File: config.mk
export PLATFORM = sky130hd
export DESIGN_NAME = mlp_hidden_layer_seq
export DESIGN_NICKNAME = d
export VERILOG_FILES = /design/src/rtl/mlp_pkg.sv /design/src/rtl/mlp_mac_unit.sv /design/src/rtl/mlp_hidden_layer_seq.sv
export SDC_FILE = /design/constraint.sdc
export NUM_CORES = 1
export LEC_CHECK = 0
export BUFFER_PORTS_ARGS = -buffer_cell sky130_fd_sc_hd__buf_2
export CAP_MARGIN = 30
export CORE_AREA = 2 2 321 323
export CTS_BUF_LIST = sky130_fd_sc_hd__clkbuf_4 sky130_fd_sc_hd__clkbuf_8
export CTS_CLUSTER_DIAMETER = 50
export DETAILED_ROUTE_END_ITERATION = 10
export DIE_AREA = 0 0 323 325
export MAX_ROUTING_LAYER = met4
export SLEW_MARGIN = 20
export SYNTH_ARGS = -nofsm -noshare
export SYNTH_HDL_FRONTEND = slang
export SYNTH_HIERARCHICAL = 1
export SYNTH_SLANG_ARGS = --single-unit
File: constraint.sdc
create_clock -name clk -period 39.2 [get_ports clk]
set_input_delay 7.84 -clock clk [delete_from_list [all_inputs] [get_ports clk]]
set_output_delay 7.84 -clock clk [all_outputs]
set_load 0.01 [all_outputs]
File: src/rtl/mlp_pkg.sv
// Shared types and helpers for the MLP scoring datapath: state encoding, widths and saturation.
package mlp_pkg;

    typedef enum logic [2:0] {
        ST_IDLE  = 3'd0,
        ST_BIAS  = 3'd1,
        ST_MAC   = 3'd2,
        ST_STORE = 3'd3,
        ST_DONE  = 3'd4
    } state_t;

    localparam int W_DEF      = 8;
    localparam int HRAW_W     = W_DEF + 5;
    localparam int ACC_W      = 2 * W_DEF + 8;
    localparam int SAT_CALC_W = 64;

    function automatic int hraw_w(input int w);
        return w + 5;
    endfunction

    function automatic int acc_w(input int w);
        return 2 * w + 8;
    endfunction

    // Clamp a sign-extended value into a signed field of width w; caller truncates to w bits.
    function automatic logic signed [SAT_CALC_W-1:0] sat_signed(
        input logic signed [SAT_CALC_W-1:0] v,
        input int unsigned                  w
    );
        logic signed [SAT_CALC_W-1:0] hi;
        logic signed [SAT_CALC_W-1:0] lo;
        hi = (64'sd1 <<< (w - 1)) - 64'sd1;
        lo = -(64'sd1 <<< (w - 1));
        if (v > hi) begin
            return hi;
        end
        if (v < lo) begin
            return lo;
        end
        return v;
    endfunction

endpackage

File: src/rtl/mlp_mac_unit.sv
// Signed multiply-accumulate: combinational product, registered accumulator with bias preload.
module mlp_mac_unit #(
    parameter int W  = 8,
    parameter int AW = 24
) (
    input  logic                 clk,
    input  logic                 rst_n,
    input  logic                 load,
    input  logic                 acc_en,
    input  logic signed [AW-1:0] bias,
    input  logic signed [W-1:0]  a,
    input  logic signed [W-1:0]  b,
    output logic signed [AW-1:0] acc
);

    logic signed [2*W-1:0] prod;

    assign prod = a * b;

    always_ff @(posedge clk) begin
        if (!rst_n) begin
            acc <= '0;
        end else if (load) begin
            acc <= bias;
        end else if (acc_en) begin
            acc <= acc + AW'(prod);
        end
    end

endmodule

File: src/rtl/mlp_hidden_layer_seq.sv
// Hidden-layer engine: one time-multiplexed MAC walks N neurons x M inputs, saturating each score.
//  state | meaning
//  IDLE  | waiting for start; inputs latched on acceptance
//  BIAS  | preload accumulator with shifted bias of neuron i
//  MAC   | accumulate w[i][j]*x[j], j = 0..M-1
//  STORE | saturate neuron i into its buffer slot
//  DONE  | done pulse; h_raw_bus already holds the full new result
module mlp_hidden_layer_seq
    import mlp_pkg::*;
#(
    parameter int W     = 8,
    parameter int N     = 8,
    parameter int M     = 9,
    parameter int SHIFT = 0
) (
    input  logic                   clk,
    input  logic                   rst_n,
    input  logic                   start,
    input  logic [M*W-1:0]         x_bus,
    input  logic [N*M*W-1:0]       w_h_bus,
    input  logic [N*W-1:0]         b_h_bus,
    output logic                   busy,
    output logic                   done,
    output logic [N*(W+5)-1:0]     h_raw_bus
);

    localparam int HW = hraw_w(W);
    localparam int AW = acc_w(W);
    localparam int IW = (N > 1) ? $clog2(N) : 1;
    localparam int JW = (M > 1) ? $clog2(M) : 1;

    state_t state;
    state_t state_nxt;

    logic [IW-1:0] i_idx;
    logic [JW-1:0] j_idx;
    logic          last_i;
    logic          last_j;

    logic signed [W-1:0]  x_r   [M];
    logic signed [W-1:0]  w_r   [N][M];
    logic signed [W-1:0]  b_r   [N];
    logic signed [HW-1:0] buf_r [N];

    logic                 load;
    logic                 acc_en;
    logic signed [AW-1:0] bias_ext;
    logic signed [AW-1:0] acc;
    logic signed [AW-1:0] acc_sh;
    logic signed [HW-1:0] sat_val;

    assign last_i = (i_idx == IW'(N - 1));
    assign last_j = (j_idx == JW'(M - 1));

    assign bias_ext = signed'(AW'(b_r[i_idx])) <<< SHIFT;
    assign acc_sh   = acc >>> SHIFT;
    assign sat_val  = HW'(sat_signed(SAT_CALC_W'(acc_sh), HW));

    mlp_mac_unit #(
        .W  (W),
        .AW (AW)
    ) u_mac (
        .clk    (clk),
        .rst_n  (rst_n),
        .load   (load),
        .acc_en (acc_en),
        .bias   (bias_ext),
        .a      (w_r[i_idx][j_idx]),
        .b      (x_r[j_idx]),
        .acc    (acc)
    );

    always_comb begin
        state_nxt = state;
        load      = 1'b0;
        acc_en    = 1'b0;
        case (state)
            ST_IDLE: begin
                if (start) begin
                    state_nxt = ST_BIAS;
                end
            end
            ST_BIAS: begin
                load      = 1'b1;
                state_nxt = ST_MAC;
            end
            ST_MAC: begin
                acc_en = 1'b1;
                if (last_j) begin
                    state_nxt = ST_STORE;
                end
            end
            ST_STORE: begin
                state_nxt = last_i ? ST_DONE : ST_BIAS;
            end
            ST_DONE: begin
                state_nxt = ST_IDLE;
            end
            default: begin
                state_nxt = ST_IDLE;
            end
        endcase
    end

    assign busy = (state != ST_IDLE);
    assign done = (state == ST_DONE);

    always_ff @(posedge clk) begin
        if (!rst_n) begin
            state     <= ST_IDLE;
            i_idx     <= '0;
            j_idx     <= '0;
            h_raw_bus <= '0;
            for (int k = 0; k < N; k++) begin
                buf_r[k] <= '0;
            end
        end else begin
            state <= state_nxt;
            case (state)
                ST_IDLE: begin
                    if (start) begin
                        i_idx <= '0;
                        j_idx <= '0;
                    end
                end
                ST_BIAS: begin
                    j_idx <= '0;
                end
                ST_MAC: begin
                    if (!last_j) begin
                        j_idx <= j_idx + JW'(1);
                    end
                end
                ST_STORE: begin
                    buf_r[i_idx] <= sat_val;
                    if (last_i) begin
                        // Publish the whole vector on entry to DONE so it is valid while done is high.
                        for (int k = 0; k < N - 1; k++) begin
                            h_raw_bus[k*HW +: HW] <= buf_r[k];
                        end
                        h_raw_bus[(N-1)*HW +: HW] <= sat_val;
                    end else begin
                        i_idx <= i_idx + IW'(1);
                    end
                end
                default: begin
                end
            endcase
        end
    end

    // Operand snapshot: only written on acceptance, so later bus changes cannot disturb a run.
    always_ff @(posedge clk) begin
        if (state == ST_IDLE && start) begin
            for (int j = 0; j < M; j++) begin
                x_r[j] <= x_bus[j*W +: W];
            end
            for (int i = 0; i < N; i++) begin
                b_r[i] <= b_h_bus[i*W +: W];
                for (int j = 0; j < M; j++) begin
                    w_r[i][j] <= w_h_bus[(i*M+j)*W +: W];
                end
            end
        end
    end

endmodule

==> flow_summary.toml <==
[place]
port_buffers = 820
finalWeightedCongestion = 0.8489
hpwlAfterDp_um = 89810

[clock_tree]
cts_tree = "built"
clk_latency_ns = 0.84
post_cts_resized = 0
clock-sinks = 948
cts.clk_slew.worst_paths_ns = 0.06
cts_buffer_depth = 3
post-cts-setup-buffers = 0
cts-buffers-inserted = 159
root_buffer = "clkbuf_8"
holdBufCountCts = 0
htree_levels = 4

[setup_path]
path_buf_inv = 9
critPathSlowestCell = "buf_4"
crit_type = "in -> reg"
critPathLaunchType = "input pin"
critical-path-top-delay-family = "buffers and inverters"
end_kind = "flip-flop"
critPathRequiredTime_ns = 39.65
cp.arrival_ns = 12.73
worst_path_most_repeated_cell = "buf_4"
slowest_delay_ns = 0.83
path_cells = "buf_2 > inv_1 > nor2_4 > buf_4 > buf_16 > buf_4 > buf_12 > buf_4 > buf_4 > buf_4"
cp_max_fo = 76

[power]
seqPwrFrac = 0.290
p_total_mw = 4.337
p_sw_mw = 1.744
peakVddDrop_mv = 0.1131
cell_internal_pwr_mw = 2.594
combPwrFrac = 0.506
p_per_area_mw_per_mm2 = 87.91
clkPwrFrac = 0.204
netSwitchingFraction = 0.4021
p_leak_nw = 18.65

[worst_hold_path]
hp-class = "reg -> reg"

[grt]
grtUsageTotal = 0.2339
overflow = 0
grt_first_pass_wirelength_um = 170100
antenna_found_initial = 94
grt_max_degree = 93
grt_pass1_vias = 25601

[die]
num_io_pins = 821
die-area_mm2 = 0.1050
rows = 117
die-width_um = 323
core_mm2 = 0.1013
die_y_um = 325
start_util = 0.3968

[logic_synthesis]
synth_top_cell_area_share = 0.5999
ys_warn_count = 97
ys_types = 68
synth_edf_count = 803
synthesis.nets = 3331
ys_async_sr_fraction = 0
synth_area_leaders = "edfxtp_1, mux4_2, dfxtp_1, fa_1, nand2_1"
yosysSeqAreaShare = 0.6721
synth_cells = 2454
yosysTopAreaCell = "edfxtp_1"
avgSynthCellArea_um2 = 16.38
syn_area_mm2 = 0.04019
ys_ff_latch = 948
ys.flop_type = "edfxtp_1"

[route]
wl_met1_um = 44580
drc = 0
routed_wirelength_um = 119100
ant_nets = 0
top_layer_used = "met4"
first_iter_violations = 1793
firstDrtPassIters = 5
routedWlPerCell_um = 24.11
dr_total_vias = 24628
met3RoutedLength_um = 8765
vias_per_cell = 4.985
met2_length_um = 62270

[timing]
fin_tns_setup_ns = 0
drv_slew = 0
fmax_ghz = 0.08144
rsz0062_at_grt = "false"
hold_violations = 0
layout_min_cycle_time_ns = 12.28
fin_crit_sh = 0.3132
setup_viol = 0
maxSlewHeadroom = 0.3014
skew_ns = 0.04061
tightest_slew_ns = 1.043

[outcome]
outcome = "complete, no violations"

[job]
maxCapViolations = 0

[cells_and_area]
syn2layout_area_growth_pct = 22.76
layout.nets = 4245
layout-drive-gt1-share = 0.3804
-- cells in the mapped netlist, types with 7 or more instances --
| cell | count |
|---|---|
| o21ai_1 | 17 |
| xnor2_1 | 14 |
| a31oi_1 | 10 |
| mux2_2 | 13 |
| mux4_2 | 176 |
| buf_4 | 10 |
| nor2_1 | 135 |
| fa_1 | 104 |
| xor2_1 | 7 |
| dfxtp_1 | 145 |
| buf_2 | 16 |
| edfxtp_1 | 803 |
| buf_6 | 12 |
| a211oi_1 | 10 |
| clkbuf_1 | 70 |
| nor3b_1 | 8 |
| nand2_1 | 277 |
| o211ai_1 | 13 |
| nor2b_1 | 14 |
| a21oi_1 | 78 |
| mux2i_1 | 58 |
| o21ai_0 | 56 |
| a21boi_0 | 62 |
| nor3_1 | 7 |
| inv_1 | 102 |
| o22ai_1 | 11 |
| mux4_1 | 7 |
| and2_1 | 48 |
| ha_1 | 58 |
| nand3_1 | 14 |
| nand2b_1 | 11 |
-- path summary, 6_finish.rpt --
check	startpoint	to	slack, ns	cells after the start
min reg2reg	h_raw_bus[14]	h_raw_bus[14]	0.45	2
min	h_raw_bus[14]	h_raw_bus[14]	0.45	2
max reg2reg	flip-flop	u_mac/acc[23]	30.81	19
max	start	w_r[5][64]	26.92	10
-- state kept, by name, indices dropped and copies added, names as in the netlist, named ones only --
name       flops
state          3
j_idx          4
h_raw_bus    104
buf_r         91
x_r           72
i_idx          3
b_r           64
w_r          576
u_mac/acc     24
-- through the flow --
stage                     instance area [um^2]  std cells  hold WS, ns    util  worst slack, ns
after global placement                   45710       4558       0.4427  0.4512            25.75
after detailed placement                 45850       4571       0.4443  0.4526            25.65
final                                    49340       4940       0.4523  0.4871            26.92
after global routing                     49310       4927       0.4739  0.4867            26.56
after floorplan                          40190       2454       0.4713       -           0.3641
after CTS                                49060       4866       0.4526  0.4843            26.60
-- cells by family (layout without fill, tap and decap cells) --
group                    Yosys count  count (layout)  share of synthesized area
adder cells (fa/ha/maj)          162             162                    0.06985
AND/OR/NAND/NOR                  545             545                    0.05936
AO/OA/AOI/OAI                    302             302                    0.04782
flip-flops                       948             948                     0.6721
buffers and inverters            222            1270                    0.02497
other                              0              70                          0
XOR/XNOR                          21              21                   0.004576
multiplexers                     254             254                     0.1213
-- placed cells by master, fill, tap and decap left out, types with 14 or more instances in the layout --
cell type	count
ha_1	58
edfxtp_1	803
o21ai_0	55
mux2i_1	58
and2_1	48
xnor2_1	14
nand2_1	277
a21oi_1	78
diode_2	70
buf_4	37
a21boi_0	62
o21ai_1	16
clkbuf_8	161
mux4_2	176
dfxtp_1	140
nor2_1	134
clkinv_1	46
inv_1	102
clkbuf_4	61
fa_1	104
buf_2	823
-- layout make-up --
class	count	area, um^2
diodes	70	175.2
multi-input cells	1284	12210
inverters	106	397.9
clock inverters	73	534.3
clock buffers	222	2674
well taps	1368	1712
repair buffers	869	4606
fillers	8960	51960
flip-flops and latches	948	27030
-- power groups by stage --
stage / Sequential, mW / Combinational (mW) / Clock [mW]
2_1_floorplan: 1.37 / 1.62 / 0
3_3_place_gp: 1.27 / 2.15 / 0
3_5_place_dp: 1.28 / 2.18 / 0
4_1_cts: 1.26 / 2.20 / 0.907
5_1_grt: 1.26 / 2.48 / 0.949
6_report: 1.26 / 2.20 / 0.885
-- metal layers --
metal  global-route usage  vias to the layer above
met3              0.05952                      233
met4              0.07634                        0
met1               0.2671                    12266
met5                    -                        -
met2               0.4004                      909
li1                     -                    11220
-- tightest hold or removal path, stage by stage (launching register included) --
cell and delay [ns]:
dfxtp_1 0.30, nand2_1 0.05, a21oi_1 0.05
No activity file was read; power rests on OpenSTA's default activity.
